===== src/rtl/pipe_add_pkg.sv =====
// pipe_add_pkg: shared definitions for the pipelined arithmetic blocks.
//   ADD_MODE / SUB_MODE : encoding of the 'sub' mode input
//   calc_nblk()         : number of BLK-bit carry-lookahead stages for a width
package pipe_add_pkg;

    localparam logic ADD_MODE = 1'b0;
    localparam logic SUB_MODE = 1'b1;

    // Pipeline depth of a block-CLA datapath: one stage per BLK-bit slice.
    function automatic int calc_nblk(input int width, input int blk);
        return width / blk;
    endfunction

endpackage


===== src/rtl/pipe_add_cla.sv =====
// cla_blk: purely combinational BLK-bit carry-lookahead adder slice.
//   a, b  : slice operands (b already inverted by the caller for subtract)
//   ci    : carry into bit 0 of the slice
//   s     : slice sum
//   co    : carry out of the top bit
//   c_msb : carry into the top bit (used by the caller for signed overflow)
module cla_blk #(
    parameter int BLK = 4
) (
    input  logic [BLK-1:0] a,
    input  logic [BLK-1:0] b,
    input  logic           ci,
    output logic [BLK-1:0] s,
    output logic           co,
    output logic           c_msb
);

    logic [BLK-1:0] p;
    logic [BLK-1:0] g;
    logic [BLK:0]   c;

    assign p = a ^ b;
    assign g = a & b;

    // Flat lookahead: c[i] = g[i-1] | p[i-1]g[i-2] | ... | p[i-1..0]ci,
    // built by walking down from bit i-1 while accumulating the propagate term.
    always_comb begin
        logic prop;
        c    = '0;
        prop = 1'b1;
        for (int i = 0; i <= BLK; i++) begin
            prop = 1'b1;
            c[i] = 1'b0;
            for (int j = i - 1; j >= 0; j--) begin
                c[i] = c[i] | (g[j] & prop);
                prop = prop & p[j];
            end
            c[i] = c[i] | (ci & prop);
        end
    end

    assign s     = p ^ c[BLK-1:0];
    assign co    = c[BLK];
    assign c_msb = c[BLK-1];

endmodule


===== src/rtl/pipe_add.sv =====
// pipe_add: pipelined add/subtract unit, one BLK-bit CLA slice per stage.
//   clk, rst_n          : clock, asynchronous active-low reset
//   in_valid/in_ready   : operand handshake (in_ready = ~stall)
//   a, b, c_in, sub     : operands, carry-in (add only), mode (1 = a - b)
//   out_valid/out_ready : result handshake
//   sum, c_out, ovf     : result, carry-out (no-borrow on subtract), signed overflow
// Latency is NBLK = WIDTH/BLK cycles from acceptance to out_valid; the whole
// pipe freezes on one global enable while the output is stalled.
module pipe_add
    import pipe_add_pkg::*;
#(
    parameter int WIDTH = 32,
    parameter int BLK   = 4
) (
    input  logic             clk,
    input  logic             rst_n,
    input  logic             in_valid,
    output logic             in_ready,
    input  logic [WIDTH-1:0] a,
    input  logic [WIDTH-1:0] b,
    input  logic             c_in,
    input  logic             sub,
    output logic             out_valid,
    input  logic             out_ready,
    output logic [WIDTH-1:0] sum,
    output logic             c_out,
    output logic             ovf
);

    localparam int NBLK   = calc_nblk(WIDTH, BLK);
    localparam int STAGES = NBLK - 1;

    if (BLK < 1 || WIDTH < BLK || (WIDTH % BLK) != 0) begin : g_bad_cfg
        $error("pipe_add: WIDTH=%0d must be a non-zero multiple of BLK=%0d", WIDTH, BLK);
    end

    // Operand preparation: subtract is a + ~b + 1, c_in ignored.
    logic [WIDTH-1:0] b_eff;
    logic             ci_eff;

    assign b_eff  = (sub == SUB_MODE) ? ~b : b;
    assign ci_eff = (sub == ADD_MODE) ? c_in : 1'b1;

    // Handshake / global enable
    logic             stall;
    logic [STAGES:0]  vld_pipe;

    assign out_valid = vld_pipe[STAGES];
    assign stall     = out_valid & ~out_ready;
    assign in_ready  = ~stall;

    always_ff @(posedge clk or negedge rst_n) begin
        if (!rst_n) begin
            vld_pipe <= '0;
        end else if (!stall) begin
            vld_pipe[0] <= in_valid;
            for (int k = 1; k <= STAGES; k++)
                vld_pipe[k] <= vld_pipe[k-1];
        end
    end

    // Stage registers. Operands are carried at full width; bits below the
    // current slice are dead once consumed and are trimmed by synthesis.
    logic [STAGES:0][WIDTH-1:0] a_q;
    logic [STAGES:0][WIDTH-1:0] b_q;
    logic [STAGES:0][WIDTH-1:0] s_q;
    logic [STAGES:0]            co_q;
    logic [STAGES:0]            ov_q;

    for (genvar k = 0; k < NBLK; k++) begin : g_stg
        logic [WIDTH-1:0] a_src;
        logic [WIDTH-1:0] b_src;
        logic [WIDTH-1:0] s_src;
        logic             c_src;
        logic [WIDTH-1:0] s_nxt;
        logic [BLK-1:0]   s_blk;
        logic             co;
        logic             c_msb;

        if (k == 0) begin : g_src
            assign a_src = a;
            assign b_src = b_eff;
            assign s_src = '0;
            assign c_src = ci_eff;
        end else begin : g_src
            assign a_src = a_q[k-1];
            assign b_src = b_q[k-1];
            assign s_src = s_q[k-1];
            assign c_src = co_q[k-1];
        end

        cla_blk #(.BLK(BLK)) u_cla (
            .a     (a_src[k*BLK +: BLK]),
            .b     (b_src[k*BLK +: BLK]),
            .ci    (c_src),
            .s     (s_blk),
            .co    (co),
            .c_msb (c_msb)
        );

        always_comb begin
            s_nxt              = s_src;
            s_nxt[k*BLK +: BLK] = s_blk;
        end

        always_ff @(posedge clk or negedge rst_n) begin
            if (!rst_n) begin
                a_q[k]  <= '0;
                b_q[k]  <= '0;
                s_q[k]  <= '0;
                co_q[k] <= 1'b0;
                ov_q[k] <= 1'b0;
            end else if (!stall) begin
                a_q[k]  <= a_src;
                b_q[k]  <= b_src;
                s_q[k]  <= s_nxt;
                co_q[k] <= co;
                // Only meaningful in the last stage, where c_msb is the
                // carry into bit WIDTH-1.
                ov_q[k] <= co ^ c_msb;
            end
        end
    end

    assign sum   = s_q[STAGES];
    assign c_out = co_q[STAGES];
    assign ovf   = ov_q[STAGES];

    // Last-stage operand copies and early-stage overflow bits have no reader.
    logic unused_tail;
    assign unused_tail = ^{a_q[STAGES], b_q[STAGES], ov_q};

endmodule


===== config.mk =====
export PLATFORM = sky130hd
export DESIGN_NAME = pipe_add
export DESIGN_NICKNAME = d
export VERILOG_FILES = /design/src/rtl/pipe_add_pkg.sv /design/src/rtl/pipe_add_cla.sv /design/src/rtl/pipe_add.sv
export SDC_FILE = /design/constraint.sdc
export NUM_CORES = 1
export LEC_CHECK = 0
export BUFFER_PORTS_ARGS = -buffer_cell sky130_fd_sc_hd__buf_2
export CORE_ASPECT_RATIO = 1.5
export CORE_MARGIN = 1.5
export CORE_UTILIZATION = 50
export CTS_CLUSTER_DIAMETER = 200
export DETAILED_ROUTE_END_ITERATION = 12
export GPL_TIMING_DRIVEN = 0
export HOLD_SLACK_MARGIN = 0.1
export PLACE_DENSITY_LB_ADDON = 0.12
export SLEW_MARGIN = 20
export SYNTH_ARGS = -nofsm -noshare
export SYNTH_HDL_FRONTEND = slang
export SYNTH_HIERARCHICAL = 1
export SYNTH_SLANG_ARGS = --single-unit

===== constraint.sdc =====
create_clock -name clk -period 2.39 [get_ports clk]
set_input_delay 0.1195 -clock clk [delete_from_list [all_inputs] [get_ports clk]]
set_output_delay 0.1195 -clock clk [all_outputs]
set_load 0.05 [all_outputs]

# Word-level counts from Yosys, hierarchy flattened
# Cells that the tools add are included.
word_totals:
  elab_cells: 271
  inputBits: 70
  regBits: 609
  output_inout_bits: 36
op_classes:
  bitwise: 237
  mux: 2
ops:
  columns: ["cell", "count"]
  rows:
  - ["$and 1x1->1", 129]
  - ["$or 1x1->1", 80]
  - ["$xor 4x4->4", 16]
  - ["$and 4x4->4", 8]
  - ["$mux 32", 1]
  - ["$not 32->32", 1]
  - ["$not 1->1", 2]
  - ["$mux 1", 1]
  - ["$xor 1x1->1", 1]

# Logic depth before layout (Yosys ltp)
# Gate-level depths: netlist (run 1).
depth:
  depth_word: 8
  ltp_mapped: 8
  depth_no_buf: 6

# Cells and area by module
# The synthesis (run 1) kept the hierarchy.
modules_own_cells:
  columns: ["module", "seq_area_each_um2", "instances", "cells_per_inst", "area_each_um2"]
  rows:
  - ["pipe_add", 9634.2, 1, 852, 14597.8]
  - ["cla_blk (g_stg[3].u_cla ...)", 0.0, 5, 14, 140.1]
  - ["cla_blk (g_stg[0].u_cla ...)", 0.0, 3, 18, 155.1]

# Worst setup path before layout (run 1)
# Ideal clock, no wire load.
synth_path:
  path_type: "input to register"
  start: "input port sub"
  end: "register co_q[0], in the netlist g_stg[1].c_src"
  setup_time_ns: 0.125
  required_time_ns: 2.265
  path_stages: 8
  arrival_time_ns: 1.731
  slack_ns: 0.534
  path_buffers: 2
  cell_sequence: "buf_2 > buf_2 > xor2_1 > ha_1 > a211oi_2 > o21bai_2 > a21o_1 > mux2_2"
synth_via:
  elab_cells_between_ends: 15
  cone_classes: "2 x mux; 13 x bitwise"
synth_lines:
  columns: ["element", "line_no", "source"]
  rows:
  - ["start, declared", "pipe_add.sv:22", "input logic sub,"]
  - ["$mux 32 *", "pipe_add.sv:41", "assign b_eff = (sub == SUB_MODE) ? ~b : b;"]
  - ["via b_eff[0]", "pipe_add.sv:38", "logic [WIDTH-1:0] b_eff;"]
  - ["$and 4x4->4 / $xor 4x4->4 (equally long branches)", "pipe_add_cla.sv:23, pipe_add_cla.sv:22", null]
  - ["$and 1x1->1, on equally long branches", "pipe_add_cla.sv:35, pipe_add_cla.sv:36", null]
  - ["$or 1x1->1 / $and 1x1->1 (equally long branches)", "pipe_add_cla.sv:35, pipe_add_cla.sv:38", null]
  - ["$or 1x1->1 *", "pipe_add_cla.sv:38", "c[i] = c[i] | (ci & prop);"]
  - ["via g_stg[0].co", "pipe_add.sv:77", "logic co;"]
  - ["end signal, assigned by index", "pipe_add.sv:117", "co_q[k] <= co;"]
  - ["end, declared", "pipe_add.sv:67", "logic [STAGES:0] co_q;"]
# The timed path passes the listed nets; every way through them passes the cells marked *.
# A chain may end at the register's enable or synchronous reset.

# Final worst setup path (run 1)
layout_path:
  start: "register vld_pipe[7]"
  end: "output port in_ready"
layout_via:
  elab_chain_cells: 2
layout_lines:
  columns: ["element", "line_no", "source"]
  rows:
  - ["start, declared", "pipe_add.sv:46", "logic [STAGES:0] vld_pipe;"]
  - ["start signal, assigned by index", "pipe_add.sv:58", "vld_pipe[k] <= vld_pipe[k-1];"]
  - ["$and 1x1->1", "pipe_add.sv:49", "assign stall = out_valid & ~out_ready;"]
  - ["$not 1->1", "pipe_add.sv:50", "assign in_ready = ~stall;"]
  - ["end, declared", "pipe_add.sv:18", "output logic in_ready,"]
# Every way passes these cells.

==> summary.txt, run 1 <==
Worst setup path
  • Worst-path fanout max: 10
  • Setup crit end kind: output pin
  • Worst path buffer plus inverter count: 4
  • Largest stage delay on the critical path: 0.38 ns
  • Cell type with the highest occurrence count on the critical path: sky130_fd_sc_hd__buf_2
  • Critical path depth in cells: 5
  • CP top delay family: buffers and inverters
  • CP arrival: 2.01 ns
  • CP cell instances: nor2b_4 -> inv_2 -> buf_6 -> buf_2 -> buf_2
  • Depth of the worst register-to-register path: 6
  • Type of origin of the critical path: flop
  • Critical path class: flop to output pin
  • Slowest cell on crit path: sky130_fd_sc_hd__dfrtp_1
  • Required time of the critical path: 2.27 ns

Routing
  • WL final: 28200 µm
  • First-pass iteration count of the detailed router: 4
  • Count of routing violations after the opening detailed-route iteration: 271
  • Detail Route Antenna Nets: 0
  • Count of unresolved DRC violations after routing: 0
  • Vias: 8299
  • Via/cell ratio: 5.14
  • Final routed wire length divided by cell count: 17.5 µm

Clock tree
  • Number of buffers inserted to repair setup after CTS: 0
  • Number of H-tree levels: 2
  • Clock tree buffer depth: 3
  • TritonCTS clock tree: yes
  • Number of sinks handled by clock tree synthesis: 385
  • CTS root buf: sky130_fd_sc_hd__clkbuf_16
  • Clock buffer count from CTS: 38
  • Worst-skew pair later-pin latency: 0.53 ns
  • Clock-pin transition on the worst setup and hold timing paths: 0.06 ns

Final layout
  • Synthesis-to-finish area growth: 18.9%
  • Fillers: 2483
  • Share of layout cells above drive strength 1: 0.499
  • Net count, final: 1295
  • Number of antenna repair diodes: 0

Global route
  • Antenna violations before repair: 0
  • GR Overflow Total: 0
  • Wire length of the first global-routing pass: 45300 µm
  • Pin count of the biggest net entering global routing: 96
  • Via count of the first global-routing pass: 8579
  • Total track usage: 0.181

Timing
  • Worst Hold Margin: 0.0999 ns
  • Fmax achieved: 0.470 GHz
  • Post-route worst setup slack: 0.264 ns
  • Period utilization: 0.890
  • Fin. Hold Viols: 0
  • Max transition margin: 0.681
  • Count of final setup violators: 0
  • Unrepaired setup endpoints after global routing: false
  • Least-Margin Pin Slew: 0.478 ns
  • Worst clock skew: 0.0106 ns
  • Minimum clock period: 2.13 ns
  • Max-slew violation total from the final report: 0

Synth
  • Number of different library cells in the post-synthesis netlist: 20
  • Number of nets produced by synthesis: 1086
  • Total number of yosys warnings: 6
  • Post-synthesis instance total: 976
  • Post-synthesis sequential element count: 385
  • Share of the yosys chip area belonging to registers: 0.611
  • Total standard cell area after synthesis: 15800 µm²
  • Synth Area per Inst: 16.2 µm²

Hold path
  • Number of cells on the worst hold path: 3
  • HP Class: input port to flop

Floorplan
  • Core Box Area: 31000 µm²
  • # IOs: 106
  • Die extent in x: 148 µm
  • Die Ht: 220 µm
  • Initial core utilization: 0.508
  • Standard-cell row count: 79
  • Area enclosed by the die boundary: 32600 µm²

Pwr
  • Total leakage power: 8.32 nW
  • Areal power density over the cells: 1420 nW/µm²
  • VDD IR-drop max: 0.853 mV

Placed design
  • Worst slack at placement: 0.358 ns
  • Routability congestion estimate: 0.765
  • Sum of net half-perimeters after detailed placement: 19500 µm
  • Number of port buffers: 104

Outcome
  • Outcome: finished clean

Job
  • Max-cap violations: 0
flip-flops by register name, indices dropped and copies added, names as in the netlist:
signal	flops
c_out	1
g_stg.a_src	112
g_stg.b_src	112
g_stg.c_src	7
g_stg.s_src	112
ovf	1
sum	32
vld_pipe	8
kinds of logic (layout without fill, tap and decap cells):
group	after synthesis	in the layout	share of synthesized area
mux	384	384	0.274
buf+inv	59	293	0.0234
fa+ha+maj	40	40	0.0356
xor+xnor	57	57	0.0317
compound gates	32	32	0.0184
simple gates	19	19	0.00548
flops	385	385	0.611
cell usage in the layout, fill, tap and decap left out:
cell type and count:
sky130_fd_sc_hd__xnor2_1 3, sky130_fd_sc_hd__bufinv_16 1, sky130_fd_sc_hd__clkinv_2 3, sky130_fd_sc_hd__dlygate4sd3_1 60, sky130_fd_sc_hd__nor2b_4 1, sky130_fd_sc_hd__nor2_1 16, sky130_fd_sc_hd__clkbuf_8 8, sky130_fd_sc_hd__mux2_1 8
sky130_fd_sc_hd__inv_1 12, sky130_fd_sc_hd__dfrtp_1 385, sky130_fd_sc_hd__mux2_2 376, sky130_fd_sc_hd__o21bai_2 8, sky130_fd_sc_hd__or2_2 1, sky130_fd_sc_hd__clkinvlp_4 1, sky130_fd_sc_hd__buf_4 11, sky130_fd_sc_hd__buf_2 129
sky130_fd_sc_hd__nand2b_1 1, sky130_fd_sc_hd__ha_1 32, sky130_fd_sc_hd__buf_16 4, sky130_fd_sc_hd__fa_1 8, sky130_fd_sc_hd__inv_2 1, sky130_fd_sc_hd__clkbuf_16 41, sky130_fd_sc_hd__xor2_1 54, sky130_fd_sc_hd__clkbuf_1 11
sky130_fd_sc_hd__a21o_1 8, sky130_fd_sc_hd__o21ai_0 8, sky130_fd_sc_hd__buf_6 10, sky130_fd_sc_hd__buf_8 1, sky130_fd_sc_hd__a211oi_2 8
layer usage:
| metal | vias up | global-route usage | wire length, µm |
|---|---|---|---|
| met5 | - | 0 | 0 |
| met4 | 0 | 0.0630 | 787 |
| met3 | 51 | 0.0299 | 1050 |
| met2 | 128 | 0.327 | 15000 |
| met1 | 4289 | 0.217 | 11300 |
| li1 | 3831 | - | - |
cells in the mapped netlist:
master,n,area [µm²]
sky130_fd_sc_hd__dfrtp_1,385,9630
sky130_fd_sc_hd__mux2_2,376,4230
sky130_fd_sc_hd__xor2_1,54,473
sky130_fd_sc_hd__ha_1,32,400
sky130_fd_sc_hd__buf_2,25,125
sky130_fd_sc_hd__nor2_1,16,60.1
sky130_fd_sc_hd__inv_1,12,45.0
sky130_fd_sc_hd__buf_4,11,82.6
sky130_fd_sc_hd__buf_6,10,113
sky130_fd_sc_hd__a211oi_2,8,100
sky130_fd_sc_hd__a21o_1,8,60.1
sky130_fd_sc_hd__fa_1,8,160
sky130_fd_sc_hd__mux2_1,8,90.1
sky130_fd_sc_hd__o21ai_0,8,40.0
sky130_fd_sc_hd__o21bai_2,8,90.1
sky130_fd_sc_hd__xnor2_1,3,26.3
sky130_fd_sc_hd__inv_2,1,3.75
sky130_fd_sc_hd__nand2b_1,1,6.26
sky130_fd_sc_hd__nor2b_4,1,13.8
sky130_fd_sc_hd__or2_2,1,6.26
final timing paths:
path / start / slack [ns] / to
max in group asynchronous: rst_n / 1.33 / g_stg[7].s_src[0]
max reg2reg: g_stg[7].a_src[28] / 0.42 / ovf
min: sub / 0.1 / g_stg[1].b_src[5]
min in group asynchronous: rst_n / 0.20 / g_stg[7].s_src[15]
max: vld_pipe[7] / 0.26 / in_ready
min reg2reg: vld_pipe[6] / 0.46 / vld_pipe[7]
worst reg2reg max path, stage by stage, from the launching register on:
cell,delay [ns]
sky130_fd_sc_hd__dfrtp_1,0.46
sky130_fd_sc_hd__ha_1,0.34
sky130_fd_sc_hd__a211oi_2,0.28
sky130_fd_sc_hd__o21bai_2,0.15
sky130_fd_sc_hd__a21o_1,0.21
sky130_fd_sc_hd__xor2_1,0.15
sky130_fd_sc_hd__mux2_2,0.27
report_power, final:
group | internal (mW) | switching (mW) | leakage, nW | total (mW)
Combinational | 5.05 | 4.38 | 3.22 | 9.43
Clock | 3.48 | 2.38 | 0.602 | 5.86
Sequential | 9.71 | 1.62 | 4.49 | 11.3
Total | 18.2 | 8.39 | 8.32 | 26.6
area by class of cell:
| class | instances | area (µm²) | share of cell area |
|---|---|---|---|
| Clock buffer | 60 | 1180 | 0.0628 |
| Clock inverter | 5 | 52.6 | 0.00280 |
| Tap cell | 405 | 507 | 0.0270 |
| Inverter | 13 | 48.8 | 0.00260 |
| Timing Repair Buffer | 169 | 1250 | 0.0665 |
| Multi-Input combinational cell | 532 | 5760 | 0.307 |
| Buffer | 46 | 320 | 0.0171 |
| Sequential cell | 385 | 9630 | 0.514 |
through the flow:
step | TNS (ns) | area (µm²) | power [mW] | instances | util
after global routing | 0 | 18700 | 28.4 | 1615 | 0.604
after detailed placement | 0 | 16900 | 21.0 | 1489 | 0.545
after global placement | -2404.24 | 16800 | 20.6 | 1485 | 0.541
final | 0 | 18700 | 26.6 | 1615 | 0.604
after CTS | 0 | 18800 | 27.1 | 1615 | 0.604
after floorplan | 0 | 15800 | 18.6 | 976 | -
timing repair:
item	in CTS	in global routing
hold buffers	61	0
endpoints found under the hold margin	164	0
gates resized for setup	0	0
(Power assumes the default switching activity.)
==> inputs of run 2 (changes only) <==
--- a/config.mk
+++ b/config.mk
@@ -19,3 +19,2 @@
 export SYNTH_HDL_FRONTEND = slang
-export SYNTH_HIERARCHICAL = 1
 export SYNTH_SLANG_ARGS = --single-unit
--- a/constraint.sdc
+++ b/constraint.sdc
@@ -3,2 +3,2 @@
 set_output_delay 0.1195 -clock clk [all_outputs]
-set_load 0.05 [all_outputs]
+set_load 0.01 [all_outputs]
==> summary.txt, run 2 <==
Hold path
  • Startpoint of the most critical hold path: sub (unchanged)
  • HP Class: input port to flop (unchanged)
  • Number of cells on the worst hold path: 3 (unchanged)

Clock tree
  • Clock-pin transition on the worst setup and hold timing paths: 0.06 ns (about the same)
  • Clock buffer count from CTS: 36 (was 38)
  • Worst-skew pair later-pin latency: 0.52 ns (was 0.53 ns)
  • TritonCTS clock tree: yes (unchanged)
  • Clock tree buffer depth: 3 (unchanged)
  • CTS root buf: sky130_fd_sc_hd__clkbuf_16 (unchanged)
  • Number of H-tree levels: 2 (unchanged)
  • Number of sinks handled by clock tree synthesis: 385 (unchanged)

Timing
  • Setup TNS: 0 ns (unchanged)
  • Minimum clock period: 2.01 ns (was 2.13 ns)
  • Period utilization: 0.840 (was 0.890)
  • Worst Hold Margin: 0.110 ns (was 0.0999 ns)
  • Max-slew violation total from the final report: 0 (unchanged)
  • Unrepaired setup endpoints after global routing: false (unchanged)
  • Fin. Hold Viols: 0 (unchanged)
  • Least-Margin Pin Slew: 0.792 ns (was 0.478 ns)
  • Worst clock skew: 0.0108 ns (was 0.0106 ns)
  • Count of final setup violators: 0 (unchanged)
  • Max transition margin: 0.472 (was 0.681)
  • Fmax achieved: 0.498 GHz (was 0.470 GHz)
  • Post-route worst setup slack: 0.383 ns (was 0.264 ns)

Worst setup path
  • Startpoint of the worst setup timing path: vld_pipe[7] (unchanged)
  • Worst reg-to-reg setup slack: 0.60 ns (was 0.42 ns)
  • Worst path buffer plus inverter count: 5 (was 4)
  • Critical path class: flop to output pin (unchanged)
  • Reg-to-reg startpoint: g_stg[7].a_src[29] (was g_stg[7].a_src[28])
  • Setup crit end kind: output pin (unchanged)
  • CP arrival: 1.89 ns (was 2.01 ns)
  • Largest stage delay on the critical path: 0.38 ns (about the same)
  • CP top delay family: buffers and inverters (unchanged)
  • Critical R2R Capture: ovf (unchanged)
  • Depth of the worst register-to-register path: 5 (was 6)
  • Slowest cell on crit path: sky130_fd_sc_hd__dfrtp_1 (unchanged)
  • Critical path capture point: in_ready (unchanged)
  • Type of origin of the critical path: flop (unchanged)
  • Required time of the critical path: 2.27 ns (about the same)
  • Critical path depth in cells: 6 (was 5)
  • CP cell instances: nor2b_4 -> buf_6 -> inv_2 -> buf_6 -> buf_2 -> buf_2 (was nor2b_4 -> inv_2 -> buf_6 -> buf_2 -> buf_2)
  • Worst-path fanout max: 10 (unchanged)

Global route
  • Met1 usage: 0.281 (was 0.217)
  • Wire length of the first global-routing pass: 58100 µm (was 45300 µm)
  • Pin count of the biggest net entering global routing: 100 (was 96)
  • Total track usage: 0.229 (was 0.181)
  • Busiest layer in global routing: met2 (unchanged)
  • Met3 usage: 0.0321 (was 0.0299)
  • Via count of the first global-routing pass: 11411 (was 8579)
  • GR Overflow Total: 0 (unchanged)
  • Antenna violations before repair: 0 (unchanged)
  • Global-route met2 utilization: 0.416 (was 0.327)

Synth
  • Synthesized-area fraction occupied by ao, oa, aoi and oai cells: 0.0437 (was 0.0184)
  • Post-synthesis sequential element count: 385 (unchanged)
  • Number of nets produced by synthesis: 1824 (was 1086)
  • Total number of yosys warnings: 0 (was 6)
  • Synth Flop Type: sky130_fd_sc_hd__dfrtp_1 (unchanged)
  • Library cell with the largest summed area after synthesis: sky130_fd_sc_hd__dfrtp_1 (unchanged)
  • Total standard cell area after synthesis: 15700 µm² (was 15800 µm²)
  • Fraction of synthesized cell area taken by the top area cell type: 0.615 (was 0.611)
  • Number of enable-type register cells in the synthesized netlist: 0 (unchanged)
  • XOR/XNOR share of the synthesized area: 0.0263 (was 0.0317)
  • Number of different library cells in the post-synthesis netlist: 26 (was 20)
  • Synth Area per Inst: 9.14 µm² (was 16.2 µm²)
  • Ys async rst share: 1.00 (unchanged)
  • Leading cell types by total area after synthesis: sky130_fd_sc_hd__dfrtp_1 62%, sky130_fd_sc_hd__nand2_1 24%, sky130_fd_sc_hd__ha_1 2.6%, sky130_fd_sc_hd__buf_2 2.5%, sky130_fd_sc_hd__xnor2_1 2.3% (was sky130_fd_sc_hd__dfrtp_1 61%, sky130_fd_sc_hd__mux2_2 27%, sky130_fd_sc_hd__xor2_1 3.0%, sky130_fd_sc_hd__ha_1 2.5%, sky130_fd_sc_hd__fa_1 1.0%)
  • Cell with the most instances after synthesis: sky130_fd_sc_hd__nand2_1 (was sky130_fd_sc_hd__dfrtp_1)
  • Dominant combinational cell family by area after synthesis: simple AND/OR/NAND/NOR gates (was multiplexers)
  • Cell types with the highest counts after synthesis: 1016 x sky130_fd_sc_hd__nand2_1, 385 x sky130_fd_sc_hd__dfrtp_1, 77 x sky130_fd_sc_hd__buf_2 (was 385 x sky130_fd_sc_hd__dfrtp_1, 376 x sky130_fd_sc_hd__mux2_2, 54 x sky130_fd_sc_hd__xor2_1)
  • Post-synthesis mux area share: 0.000639 (was 0.274)
  • Synth Area in Simple Gates: 0.247 (was 0.00548)
  • Post-synthesis instance total: 1714 (was 976)
  • Adder-Cell Fraction of Synth Area: 0.0358 (was 0.0356)
  • Share of the yosys chip area belonging to registers: 0.615 (was 0.611)

Placed design
  • Number of port buffers: 104 (unchanged)
  • Area after DPL: 16800 µm² (was 16900 µm²)
  • Worst slack at placement: 0.190 ns (was 0.358 ns)
  • Routability congestion estimate: 0.776 (was 0.765)
  • Sum of net half-perimeters after detailed placement: 24900 µm (was 19500 µm)

Floorplan
  • Area enclosed by the die boundary: 32400 µm² (was 32600 µm²)
  • # IOs: 106 (unchanged)
  • Standard-cell row count: 79 (unchanged)
  • Die Ht: 220 µm (about the same)
  • Core Box Area: 30900 µm² (was 31000 µm²)
  • Initial core utilization: 0.506 (was 0.508)
  • Die extent in x: 147 µm (was 148 µm)

Final layout
  • Fillers: 2739 (was 2483)
  • Net count, final: 2033 (was 1295)
  • Commonest non-fill, non-tap cell in the layout: sky130_fd_sc_hd__nand2_1 (was sky130_fd_sc_hd__dfrtp_1)
  • Synthesis-to-finish area growth: 18.7% (was 18.9%)
  • Leading cell types in the layout, fill and taps excluded: 1016 x sky130_fd_sc_hd__nand2_1, 385 x sky130_fd_sc_hd__dfrtp_1, 180 x sky130_fd_sc_hd__buf_2 (was 385 x sky130_fd_sc_hd__dfrtp_1, 376 x sky130_fd_sc_hd__mux2_2, 129 x sky130_fd_sc_hd__buf_2)
  • Post-layout util: 0.601 (was 0.604)
  • Number of antenna repair diodes: 0 (unchanged)
  • Post-route cell area: 18600 µm² (was 18700 µm²)
  • Share of layout cells above drive strength 1: 0.124 (was 0.499)

Job
  • Max-cap violations: 0 (unchanged)

Routing
  • Via/cell ratio: 4.85 (was 5.14)
  • First-pass iteration count of the detailed router: 4 (unchanged)
  • Final routed wire length divided by cell count: 14.9 µm (was 17.5 µm)
  • Vias: 11411 (was 8299)
  • WL final: 35000 µm (was 28200 µm)
  • Detail Route Antenna Nets: 0 (unchanged)
  • Count of unresolved DRC violations after routing: 0 (unchanged)
  • Count of routing violations after the opening detailed-route iteration: 523 (was 271)

Pwr
  • Areal power density over the cells: 1290 nW/µm² (was 1420 nW/µm²)
  • VDD IR-drop max: 0.758 mV (was 0.853 mV)
  • Total leakage power: 9.87 nW (was 8.32 nW)

Outcome
  • Outcome: finished clean (unchanged)
[run 2: logic make-up after synthesis]
group / after synthesis
simple gates: 1028
flops: 385
compound gates: 118
buf+inv: 95
xor+xnor: 47
fa+ha+maj: 40
mux: 1
[run 2: worst min-delay path: cells and delay by family]
family                 cells  cell delay, ns
XOR/XNOR                   1            0.20
buffers and inverters      1            0.18
AO/OA/AOI/OAI              1            0.07
[run 2: cell type report]
class | instances | area (µm²) | share of cell area
timing repair buffer | 171 | 1270 | 0.0684
clock buffer | 56 | 1070 | 0.0574
buffer | 89 | 460 | 0.0248
clock inverter | 6 | 82.6 | 0.00444
sequential | 385 | 9630 | 0.518
multi-input combinational | 1234 | 5540 | 0.298
tap | 405 | 507 | 0.0273
inverter | 6 | 22.5 | 0.00121
[run 2: worst min-delay path by stage]
stage | to
detailed placement | sum[9]
global placement | g_stg[1].a_src[28]
CTS | g_stg[1].s_src[3]
finish | g_stg[1].b_src[6]
floorplan | c_out
global route | g_stg[1].s_src[0]
[run 2: through the flow]
step	total power, mW	cells
global placement	18.1	2223
floorplan	15.9	1714
detailed placement	18.4	2227
finish	24.0	2352
CTS	24.2	2352
global route	25.9	2352
[run 2: timing repair]
| item | CTS | global route |
|---|---|---|
| hold buffers | 63 | 0 |
| buffers inserted | 0 | 0 |
| hold endpoints to repair | 271 | 0 |
| gates resized for setup | 0 | 0 |
[run 2: report_power, final]
part | switching, mW | total [mW] | internal [mW]
sequential | 1.66 | 11.1 | 9.45
combinational | 4.36 | 7.21 | 2.85
clock | 2.38 | 5.67 | 3.28
[run 2: per-layer routing]
metal  up-vias  wire [µm]
li1       5726          -
met1      5457      14900
met2       177      18000
met3        51       1110
met4         0        922
met5         -          0
